==> src/rtl/facc_ctrl_if.sv <==
// Job, LLR-memory, F_Acc and result-stream signals of facc_ctrl.
// The slave modport is the controller; the master modport is its environment.
interface facc_ctrl_if #(
    parameter int bitwidth = 7,
    parameter int ADDR_W   = 8
);
    logic                    cmd_valid_i;
    logic                    cmd_ready_o;
    logic [ADDR_W-1:0]       base_addr_i;
    logic [3:0]              num_chunks_i;
    logic [31:0]             frozen_mask_i;
    logic                    llr_rd_en_o;
    logic [ADDR_W-1:0]       llr_rd_addr_o;
    logic [8*bitwidth-1:0]   llr_rd_data_i;
    logic [8*bitwidth-1:0]   facc_llr_o;
    logic [3:0]              facc_frozen_o;
    logic [3:0]              facc_bits_i;
    logic                    bits_valid_o;
    logic [3:0]              bits_o;
    logic [2:0]              bits_idx_o;
    logic                    busy_o;
    logic                    done_o;

    modport slave (
        input  cmd_valid_i, base_addr_i, num_chunks_i, frozen_mask_i,
        input  llr_rd_data_i, facc_bits_i,
        output cmd_ready_o, llr_rd_en_o, llr_rd_addr_o, facc_llr_o, facc_frozen_o,
        output bits_valid_o, bits_o, bits_idx_o, busy_o, done_o
    );

    modport master (
        output cmd_valid_i, base_addr_i, num_chunks_i, frozen_mask_i,
        output llr_rd_data_i, facc_bits_i,
        input  cmd_ready_o, llr_rd_en_o, llr_rd_addr_o, facc_llr_o, facc_frozen_o,
        input  bits_valid_o, bits_o, bits_idx_o, busy_o, done_o
    );
endinterface

==> src/rtl/facc_ctrl.sv <==
// F_Acc job controller: issues up to 8 LLR chunk reads, tracks them through F_Acc, streams results.
// Optional macro FACC_CTRL_PERF_CNT_EN adds perf_cycles_o (handshake-to-done cycle count).
module facc_ctrl #(
    parameter int bitwidth = 7,
    parameter int ADDR_W   = 8,
    parameter int FACC_LAT = 3
) (
    input  logic         clk_i,
    input  logic         rst_i,
    facc_ctrl_if.slave   bus
`ifdef FACC_CTRL_PERF_CNT_EN
    ,
    output logic [15:0]  perf_cycles_o
`endif
);
    localparam int LLR_W = 8 * bitwidth;

    typedef enum logic [1:0] {IDLE, ISSUE, DRAIN, DONE} state_t;

    state_t            state_q, state_d;
    logic [ADDR_W-1:0] base_q, base_d;
    logic [3:0]        n_q, n_d;
    logic [31:0]       mask_q, mask_d;
    logic [3:0]        k_q, k_d;
    logic [3:0]        frozen_q, frozen_d;
    logic              bits_vld_q, bits_vld_d;
    logic [3:0]        bits_q, bits_d;
    logic [2:0]        bits_idx_q, bits_idx_d;
    logic              vld_q [0:FACC_LAT];
    logic              vld_d [0:FACC_LAT];
    logic [2:0]        idx_q [0:FACC_LAT];
    logic [2:0]        idx_d [0:FACC_LAT];

    logic              issue;
    logic [3:0]        n_m1;
    logic [LLR_W-1:0]  llr_w;

    assign issue = (state_q == ISSUE);
    assign n_m1  = n_q - 4'd1;

    // Stage 0 holds the chunk whose LLRs are on the memory data bus this cycle.
    assign vld_d[0] = issue;
    assign idx_d[0] = k_q[2:0];

    genvar gi;
    generate
        for (gi = 1; gi <= FACC_LAT; gi++) begin : g_pipe_in
            assign vld_d[gi] = vld_q[gi-1];
            assign idx_d[gi] = idx_q[gi-1];
        end
        for (gi = 0; gi <= FACC_LAT; gi++) begin : g_pipe_reg
            always_ff @(posedge clk_i) begin
                if (rst_i) begin
                    vld_q[gi] <= 1'b0;
                    idx_q[gi] <= 3'd0;
                end else begin
                    vld_q[gi] <= vld_d[gi];
                    idx_q[gi] <= idx_d[gi];
                end
            end
        end
    endgenerate

    always_comb begin
        state_d    = state_q;
        base_d     = base_q;
        n_d        = n_q;
        mask_d     = mask_q;
        k_d        = k_q;
        frozen_d   = issue ? mask_q[{k_q[2:0], 2'b00} +: 4] : 4'hF;
        bits_vld_d = vld_q[FACC_LAT];
        bits_d     = vld_q[FACC_LAT] ? bus.facc_bits_i : 4'd0;
        bits_idx_d = vld_q[FACC_LAT] ? idx_q[FACC_LAT] : 3'd0;
        case (state_q)
            IDLE: begin
                if (bus.cmd_valid_i) begin
                    base_d  = bus.base_addr_i;
                    mask_d  = bus.frozen_mask_i;
                    n_d     = (bus.num_chunks_i > 4'd8) ? 4'd8 : bus.num_chunks_i;
                    k_d     = 4'd0;
                    state_d = (bus.num_chunks_i == 4'd0) ? DONE : ISSUE;
                end
            end
            ISSUE: begin
                k_d = k_q + 4'd1;
                if (k_q == n_m1) state_d = DRAIN;
            end
            DRAIN: begin
                // Results leave in order, so the last index marks the end of the job.
                if (bits_vld_q && ({1'b0, bits_idx_q} == n_m1)) state_d = DONE;
            end
            default: state_d = IDLE;
        endcase
    end

    always_ff @(posedge clk_i) begin
        if (rst_i) begin
            state_q    <= IDLE;
            base_q     <= '0;
            n_q        <= 4'd0;
            mask_q     <= 32'd0;
            k_q        <= 4'd0;
            frozen_q   <= 4'hF;
            bits_vld_q <= 1'b0;
            bits_q     <= 4'd0;
            bits_idx_q <= 3'd0;
        end else begin
            state_q    <= state_d;
            base_q     <= base_d;
            n_q        <= n_d;
            mask_q     <= mask_d;
            k_q        <= k_d;
            frozen_q   <= frozen_d;
            bits_vld_q <= bits_vld_d;
            bits_q     <= bits_d;
            bits_idx_q <= bits_idx_d;
        end
    end

    assign llr_w             = bus.llr_rd_data_i;
    assign bus.facc_llr_o    = llr_w;
    assign bus.facc_frozen_o = frozen_q;
    assign bus.llr_rd_en_o   = issue;
    assign bus.llr_rd_addr_o = issue ? (base_q + ADDR_W'(k_q)) : '0;
    assign bus.cmd_ready_o   = (state_q == IDLE);
    assign bus.busy_o        = (state_q == ISSUE) || (state_q == DRAIN);
    assign bus.done_o        = (state_q == DONE);
    assign bus.bits_valid_o  = bits_vld_q;
    assign bus.bits_o        = bits_q;
    assign bus.bits_idx_o    = bits_idx_q;

`ifdef FACC_CTRL_PERF_CNT_EN
    logic [15:0] cnt_q, cnt_d;
    logic [15:0] perf_q, perf_d;

    // cnt_q already includes the handshake cycle; the done cycle is added on capture.
    always_comb begin
        cnt_d  = cnt_q;
        perf_d = perf_q;
        if (state_q == IDLE && bus.cmd_valid_i) begin
            cnt_d = 16'd1;
        end else if (state_q != IDLE && cnt_q != 16'hFFFF) begin
            cnt_d = cnt_q + 16'd1;
        end
        if (state_q == DONE) begin
            perf_d = (cnt_q == 16'hFFFF) ? 16'hFFFF : cnt_q + 16'd1;
        end
    end

    always_ff @(posedge clk_i) begin
        if (rst_i) begin
            cnt_q  <= 16'd0;
            perf_q <= 16'd0;
        end else begin
            cnt_q  <= cnt_d;
            perf_q <= perf_d;
        end
    end

    assign perf_cycles_o = perf_q;
`endif
endmodule

==> src/flat_wrapper.sv <==
// flat-port wrapper written by rule: the top's interface ports become plain ports
module facc_ctrl_flat 
#(
    parameter int bitwidth = 7,
    parameter int ADDR_W   = 8,
    parameter int FACC_LAT = 3
)
  (clk_i, rst_i, bus_cmd_valid_i, bus_base_addr_i, bus_num_chunks_i, bus_frozen_mask_i, bus_llr_rd_data_i, bus_facc_bits_i, bus_cmd_ready_o, bus_llr_rd_en_o, bus_llr_rd_addr_o, bus_facc_llr_o, bus_facc_frozen_o, bus_bits_valid_o, bus_bits_o, bus_bits_idx_o, bus_busy_o, bus_done_o);
  facc_ctrl_if #(.bitwidth(bitwidth), .ADDR_W(ADDR_W)) bus_i ();
  input  logic clk_i;
  input  logic rst_i;
  input wire logic [$bits(bus_i.cmd_valid_i)-1:0] bus_cmd_valid_i;
  input wire logic [$bits(bus_i.base_addr_i)-1:0] bus_base_addr_i;
  input wire logic [$bits(bus_i.num_chunks_i)-1:0] bus_num_chunks_i;
  input wire logic [$bits(bus_i.frozen_mask_i)-1:0] bus_frozen_mask_i;
  input wire logic [$bits(bus_i.llr_rd_data_i)-1:0] bus_llr_rd_data_i;
  input wire logic [$bits(bus_i.facc_bits_i)-1:0] bus_facc_bits_i;
  output wire logic [$bits(bus_i.cmd_ready_o)-1:0] bus_cmd_ready_o;
  output wire logic [$bits(bus_i.llr_rd_en_o)-1:0] bus_llr_rd_en_o;
  output wire logic [$bits(bus_i.llr_rd_addr_o)-1:0] bus_llr_rd_addr_o;
  output wire logic [$bits(bus_i.facc_llr_o)-1:0] bus_facc_llr_o;
  output wire logic [$bits(bus_i.facc_frozen_o)-1:0] bus_facc_frozen_o;
  output wire logic [$bits(bus_i.bits_valid_o)-1:0] bus_bits_valid_o;
  output wire logic [$bits(bus_i.bits_o)-1:0] bus_bits_o;
  output wire logic [$bits(bus_i.bits_idx_o)-1:0] bus_bits_idx_o;
  output wire logic [$bits(bus_i.busy_o)-1:0] bus_busy_o;
  output wire logic [$bits(bus_i.done_o)-1:0] bus_done_o;
  assign bus_i.cmd_valid_i = bus_cmd_valid_i;
  assign bus_i.base_addr_i = bus_base_addr_i;
  assign bus_i.num_chunks_i = bus_num_chunks_i;
  assign bus_i.frozen_mask_i = bus_frozen_mask_i;
  assign bus_i.llr_rd_data_i = bus_llr_rd_data_i;
  assign bus_i.facc_bits_i = bus_facc_bits_i;
  assign bus_cmd_ready_o = bus_i.cmd_ready_o;
  assign bus_llr_rd_en_o = bus_i.llr_rd_en_o;
  assign bus_llr_rd_addr_o = bus_i.llr_rd_addr_o;
  assign bus_facc_llr_o = bus_i.facc_llr_o;
  assign bus_facc_frozen_o = bus_i.facc_frozen_o;
  assign bus_bits_valid_o = bus_i.bits_valid_o;
  assign bus_bits_o = bus_i.bits_o;
  assign bus_bits_idx_o = bus_i.bits_idx_o;
  assign bus_busy_o = bus_i.busy_o;
  assign bus_done_o = bus_i.done_o;
  facc_ctrl #(.bitwidth(bitwidth), .ADDR_W(ADDR_W), .FACC_LAT(FACC_LAT)) u_core (.clk_i(clk_i), .rst_i(rst_i), .bus(bus_i));
endmodule
==> config.mk <==
export PLATFORM = sky130hd
export DESIGN_NAME = facc_ctrl_flat
export DESIGN_NICKNAME = d
export VERILOG_FILES = /design/src/rtl/facc_ctrl_if.sv /design/src/rtl/facc_ctrl.sv /design/src/flat_wrapper.sv
export SDC_FILE = /design/constraint.sdc
export NUM_CORES = 1
export LEC_CHECK = 0
export CAP_MARGIN = 10
export CORE_MARGIN = 2
export CORE_UTILIZATION = 36
export DETAILED_ROUTE_END_ITERATION = 7
export GPL_TIMING_DRIVEN = 1
export PLACE_DENSITY = 0.77
export REMOVE_ABC_BUFFERS = 1
export SYNTH_ARGS = -nofsm -noshare
export SYNTH_HDL_FRONTEND = slang
export SYNTH_SLANG_ARGS = --single-unit
export TNS_END_PERCENT = 5
==> constraint.sdc <==
create_clock -name clk_i -period 1.9 [get_ports clk_i]
set_clock_uncertainty 0.05 [all_clocks]
set_input_delay 0.38 -clock clk_i [delete_from_list [all_inputs] [get_ports clk_i]]
set_output_delay 0.38 -clock clk_i [all_outputs]
set_load 0.01 [all_outputs]
## After elaboration in Yosys (flattened, before gate mapping)

Memory sizes are Yosys's and may differ from the RTL's. A register that Yosys moved wholly into a read port is not among the register bits.
Index checks and enable logic that the tools add are counted.

| storage, ports and cells | value |
|---|---|
| flip-flop bits (word level) | 59 |
| bits in writable memories | 16 |
| output and inout port bits | 80 |
| word-level logic and storage cells | 63 |
| memories kept | 2 |

| cells by class | value |
|---|---|
| $add $sub $neg | 3 |
| $lt $le $gt $ge | 1 |
| eq/ne operators | 8 |
| shift operators | 1 |
| muxes and demuxes | 20 |
| bitwise logic cells | 10 |
| reductions and logical operators | 10 |

Memory list:

| memory | depth | bits a word | read ports | clocked after Yosys merged registers in | wr ports | RTL line | RTL |
|---|---|---|---|---|---|---|---|
| u_core.idx_q | 4 | 3 | 4 | 1 | 4 | facc_ctrl.sv:31 | `logic [2:0] idx_q [0:FACC_LAT];` |
| u_core.vld_q | 4 | 1 | 4 | 0 | 4 | facc_ctrl.sv:29 | `logic vld_q [0:FACC_LAT];` |

Operators by type and width:

| cell | number |
|---|---|
| $shiftx A32 B6 Y4 | 1 |
| $mux W3 | 4 |
| $add A8 B4 Y8 | 1 |
| $mux W2 | 4 |
| $mux W4 | 2 |
| $mux W8 | 1 |
| $or A1 B1 Y1 | 8 |
| $pmux W4 S2 | 1 |
| $mux W1 | 7 |
| $pmux W2 S3 | 1 |
| $add A4 B1 Y4 const B | 1 |
| $eq A2 B2 Y1 const B | 2 |
| $eq A3 B4 Y1 | 1 |
| $eq A4 B4 Y1 | 1 |
| $gt A4 B4 Y1 const B | 1 |
| $logic_not A4 Y1 | 1 |
| $ne A2 B2 Y1 const B | 2 |
| $reduce_and A2 Y1 | 2 |
| $reduce_or A2 Y1 | 2 |
| $sub A4 B1 Y4 const B | 1 |
| $reduce_and A3 Y1 | 1 |
| $eq A2 B1 Y1 const B | 1 |
| $logic_not A2 Y1 | 1 |
| $ne A2 B1 Y1 const B | 1 |
| other kinds (4) | 5 |

## Logic depth before layout (Yosys ltp)

Gate-level depths: netlist of the first run.

| logic depth | value |
|---|---|
| depth after elaboration | 5 |
| depth in mapped cells | 7 |
| mapped depth without buffers | 7 |

## Worst setup path after synthesis of the first run

No wires, ideal clock.

| timing | value |
|---|---|
| kind | register to output |
| start point | register u_core.k_q[0] |
| end point | output bus_llr_rd_addr_o[6] |
| data arrival time | 1.692 ns |
| setup slack | -0.222 ns |
| cell stages (with the launch flop) | 7 |
| buffers on the path | 0 |
| cells stage by stage | dfxtp_1 > ha_1 > fa_1 > a21o_1 > a21oi_1 > o21ai_0 > a21oi_1 |

| on the way | value |
|---|---|
| cells in the longest elaborated chain, start to end | 2 |

Ends and longest elaborated chain:

| item | RTL line | RTL |
|---|---|---|
| from (decl) | facc_ctrl.sv:24 | `logic [3:0] k_q, k_d;` |
| from (signal assigned) | facc_ctrl.sv:112 | `k_q <= k_d;` |
| $add A8 B4 Y8 | facc_ctrl.sv:124 | `assign bus.llr_rd_addr_o = issue ? (base_q + ADDR_W'(k_q)) : '0;` |
| $mux W8 | facc_ctrl.sv:124 |  |
| to (decl) | flat_wrapper.sv:20 | `output wire logic [$bits(bus_i.llr_rd_addr_o)-1:0] bus_llr_rd_addr_o;` |

Every way passes these cells.

## Worst setup path after layout of the first run

| timing | value |
|---|---|
| start point | register u_core.k_q[1] |
| end point | output bus_llr_rd_addr_o[6] |

Same word-level chain as after synthesis.

==> summary.md, run 1 <==
| Metric | Value |
|---|---|
| Status | finished, violations left |
| Failing checks | setup timing |
| Fin. Hold Viols | 0 |
| Initial DRT Pass Iterations | 4 |
| Setup violators final | 7 |
| FF+latch count, synth | 78 |
| Post-synth top cells | nand2_1 (91), dfxtp_1 (78), buf_4 (56), a21oi_1 (52) |
| Critical Path Start Type | flop |
| YS warnings | 0 |
| Core region area | ~0.0098 mm² |
| TritonCTS clock tree | built |
| Critical path origin | u_core.k_q[1]$_SDFFE_PP0P_ |
| Post-synth top flop | dfxtp_1 |
| Required @ worst endpoint | 1.47 ns |
| Overall power | ~5.1 mW |
| Yosys top cell by area | dfxtp_1 |
| Hold crit path type | primary input to flop |
| Total Routing Usage GR | 21.1% |
| Hold_ws | 0.369 ns |
| Crit-path leading delay family | buffers and inverters |
| VDD IR-drop max | between 0.5 and 0.6 mV |
| Layout area overhead | 26.2% |
| Cells after Synth | 413 |
| Width of the die | 105 µm |
| Share of the synthesized area in the top cell type | 42.8% |
| Clk sinks | 78 |
| RSZ-0062 raised after global routing | true |
| Slew HR | 67.3% |
| Leading post-synthesis cells by cell area | dfxtp_1 (43%), buf_4 (12%), nand2_1 (9.4%) |
| Largest net degree at the start of global routing | 42 |
| Number of synthesized flops with an enable pin | 0 |
| Routed len/inst | 19.6 µm |
| Leak | 1.83 nW |
| Reported net switching power | 1.67 mW |
| Hold path cells | 2 |
| Final std cells w/o fill | 594 |
| CP Capture Type | primary output |
| H-tree depth | 3 |
| CP max stage cell | dfxtp_4 |
| Skew-Pair Late Insertion Delay | 0.35 ns |
| CP max stage delay | about 0.37 ns |
| Switching part of the total | 32.7% |
| Synth Area per Inst | 8.83 µm² |
| Asr flop ratio synth | 0% |
| FMAX | 407 MHz |
| Via count | 2945 |
| Root Driver | clkbuf_8 |
| Initial Util | 37.2% |
| Vias in the first global route | around 2.9k |
| DRC viols | 0 |
| Internal power | about 3.4 mW |
| Seq pwr share | 38.9% |
| CP Max Fanout | 4 |
| Die ar. | 0.0110 mm² |
| # diodes | 0 |
| Min Tclk post-route | 2.46 ns |
| Initial antenna violation count | 0 |
| Setup CP Type | flop to primary output |
| Post-DP HPWL | about 9000 µm |
| Crit path cell chain | buf_4 > fa_2 > a21o_1 > a21oi_2 > buf_4 > or3_1 > a21oi_2 > buf_2 |
| Reg clk slew, reported paths | 0.08 ns |
| Mapped Area | roughly 0.0036 mm² |
| WL final | ~12000 µm |
| RR Startpoint | u_core.n_q[0]$_SDFFE_PP0P_ |
| Critical Path AT | 2.03 ns |
| Crit path buffers/inverters | 3 |
| Placed Cells | between 500 and 600 |
| Final Worst Setup Slack | -0.556 ns |
| TritonCTS buffer count | 9 |
| Clock Power Share | a little over a quarter |
| Final instance area | 0.00461 mm² |
| Ratio of cells with drive above 1 in the final layout | about a fifth |
| Hold Crit Start | rst_i |
| Worst-Margin Slew | 0.489 ns |
| Slew Viols, Final | 0 |
| GP Congestion | 0.806 |
| Via density | 4.96 |
| Initial DRC count | 101 |
| Area post-placement | 0.00431 mm² |
| Sequential fraction of the synthesis area | 42.8% |
| ANT nets after route | 0 |
| Die H | 105 µm |
| Post-layout nets | 575 |
| # rows | 36 |
| GRT overflow | 0 |
| First-pass GRT wire length | 17200 µm |
| Max Buffers Root-to-Sink | 2 |
| PwrDens | 1110 mW/mm² |
| Post-synth cell types | 37 |
| Most common cell in the netlist | nand2_1 |
| Fin crit share | 129% |
| R2R cell count | 6 |
| # IOs | approximately 190 |
| PortBufs | 74 |
| Combinational Power Share | between 30% and 40% |
| WP depth | 8 |
| CTS Hold Bufs | 0 |
| Max-cap violations | 0 |
==> cells by family (layout without fill, tap and decap cells) <==
family,after synthesis,count (layout),share of synthesized area [%]
flops,78,78,42.8
compound gates,69,69,11.1
fa+ha+maj,12,12,4.32
buf+inv,86,134,14.7
xor+xnor,12,12,3.26
mux,13,13,6.31
simple gates,143,143,17.6
==> cell type report <==
class / instances / area [µm²]
Timing Repair Buffer: 108 / 965
Sequential cell: 78 / 1570
Fill cell: 1008 / 5210
Multi-Input combinational cell: 249 / 1650
Inverter: 10 / 37.5
Clock inverter: 7 / 96.3
Clock buffer: 9 / 124
Tap cell: 133 / 166
==> sequential cells by signal, indices dropped and copies added (netlist names) <==
register,count
u_core.idx_q,12
u_core.bus.bits_valid_o,1
u_core.k_q,4
u_core.base_q,8
u_core.state_q,2
u_core.mask_q,32
u_core.bus.bits_o,4
u_core.bus.facc_frozen_o,4
u_core.bus.bits_idx_o,3
u_core.n_q,4
u_core.vld_q,4
==> per-layer routing <==
metal  track usage, %  part of all wire, %  vias up
met5             10.0                 0.92        -
met4             5.24                  1.1        4
met3             22.1                   20       20
met2             29.8                   42      172
met1             20.5                   36     1363
li1                 -                    -     1386
==> path summary, 6_finish.rpt <==
check	endpoint	slack, ns
max	bus_llr_rd_addr_o[6]	-0.56
min	u_core.k_q[1]$_SDFFE_PP0P_	0.37
max reg2reg	u_core.state_q[1]$_SDFFE_PP0P_	0.07
min reg2reg	u_core.bus.bits_idx_o[0]$_SDFF_PP0_	0.38
==> stage by stage <==
stage               TNS (ns)  utilization (%)  worst slack, ns
floorplan              -2.68                -           -0.535
detailed placement     -3.65             43.9           -0.649
finish                 -2.95             46.9           -0.556
global placement       -3.37             43.9           -0.603
global route           -3.62             46.9           -0.640
CTS                    -2.85             46.6           -0.533
==> repair_timing <==
| action | CTS | global route |
|---|---|---|
| buffers inserted | 0 | 1 |
| gates resized for setup | 55 | 9 |
| setup endpoints to repair | 14 | 18 |
| pin swaps | 9 | 5 |
==> placed cells by master (no fill, tap or decap), types with 2 or more instances in the layout <==
cell type	instances
a21o_1	3
a21oi_1	47
a21oi_2	5
a22oi_1	2
and2_1	10
buf_2	8
buf_4	32
buf_6	2
bufinv_16	2
clkbuf_8	9
clkdlybuf4s50_1	61
clkinv_2	2
clkinv_4	2
dfxtp_1	73
dfxtp_2	4
dlygate4sd2_1	3
ha_1	8
ha_4	3
inv_1	10
mux2i_1	5
mux4_2	8
nand2_1	91
nor2_1	13
nor2b_1	16
nor3_1	2
nor3b_1	3
o21ai_0	3
xnor2_1	6
xnor2_2	2
xor2_1	3
==> power groups by stage <==
stage | registers, mW | clock network, mW | logic (mW)
floorplan | 2.04 | 0 | 0.895
global placement | 2.00 | 0 | 1.68
detailed placement | 2.02 | 0 | 1.72
CTS | 1.99 | 1.39 | 1.73
global route | 2.02 | 1.47 | 1.93
finish | 1.99 | 1.37 | 1.76
No activity file was read; power rests on OpenSTA's default activity.
==> run 2, diff against run 1 <==
--- a/config.mk
+++ b/config.mk
@@ -8,6 +8,7 @@
 export CAP_MARGIN = 10
 export CORE_MARGIN = 2
 export CORE_UTILIZATION = 36
+export CTS_BUF_LIST = sky130_fd_sc_hd__clkbuf_4 sky130_fd_sc_hd__clkbuf_8 sky130_fd_sc_hd__clkbuf_16
 export DETAILED_ROUTE_END_ITERATION = 7
 export GPL_TIMING_DRIVEN = 1
 export PLACE_DENSITY = 0.77
==> results of run 2 <==
No change in the layout: final DEF, timing and power equal those of run 1.
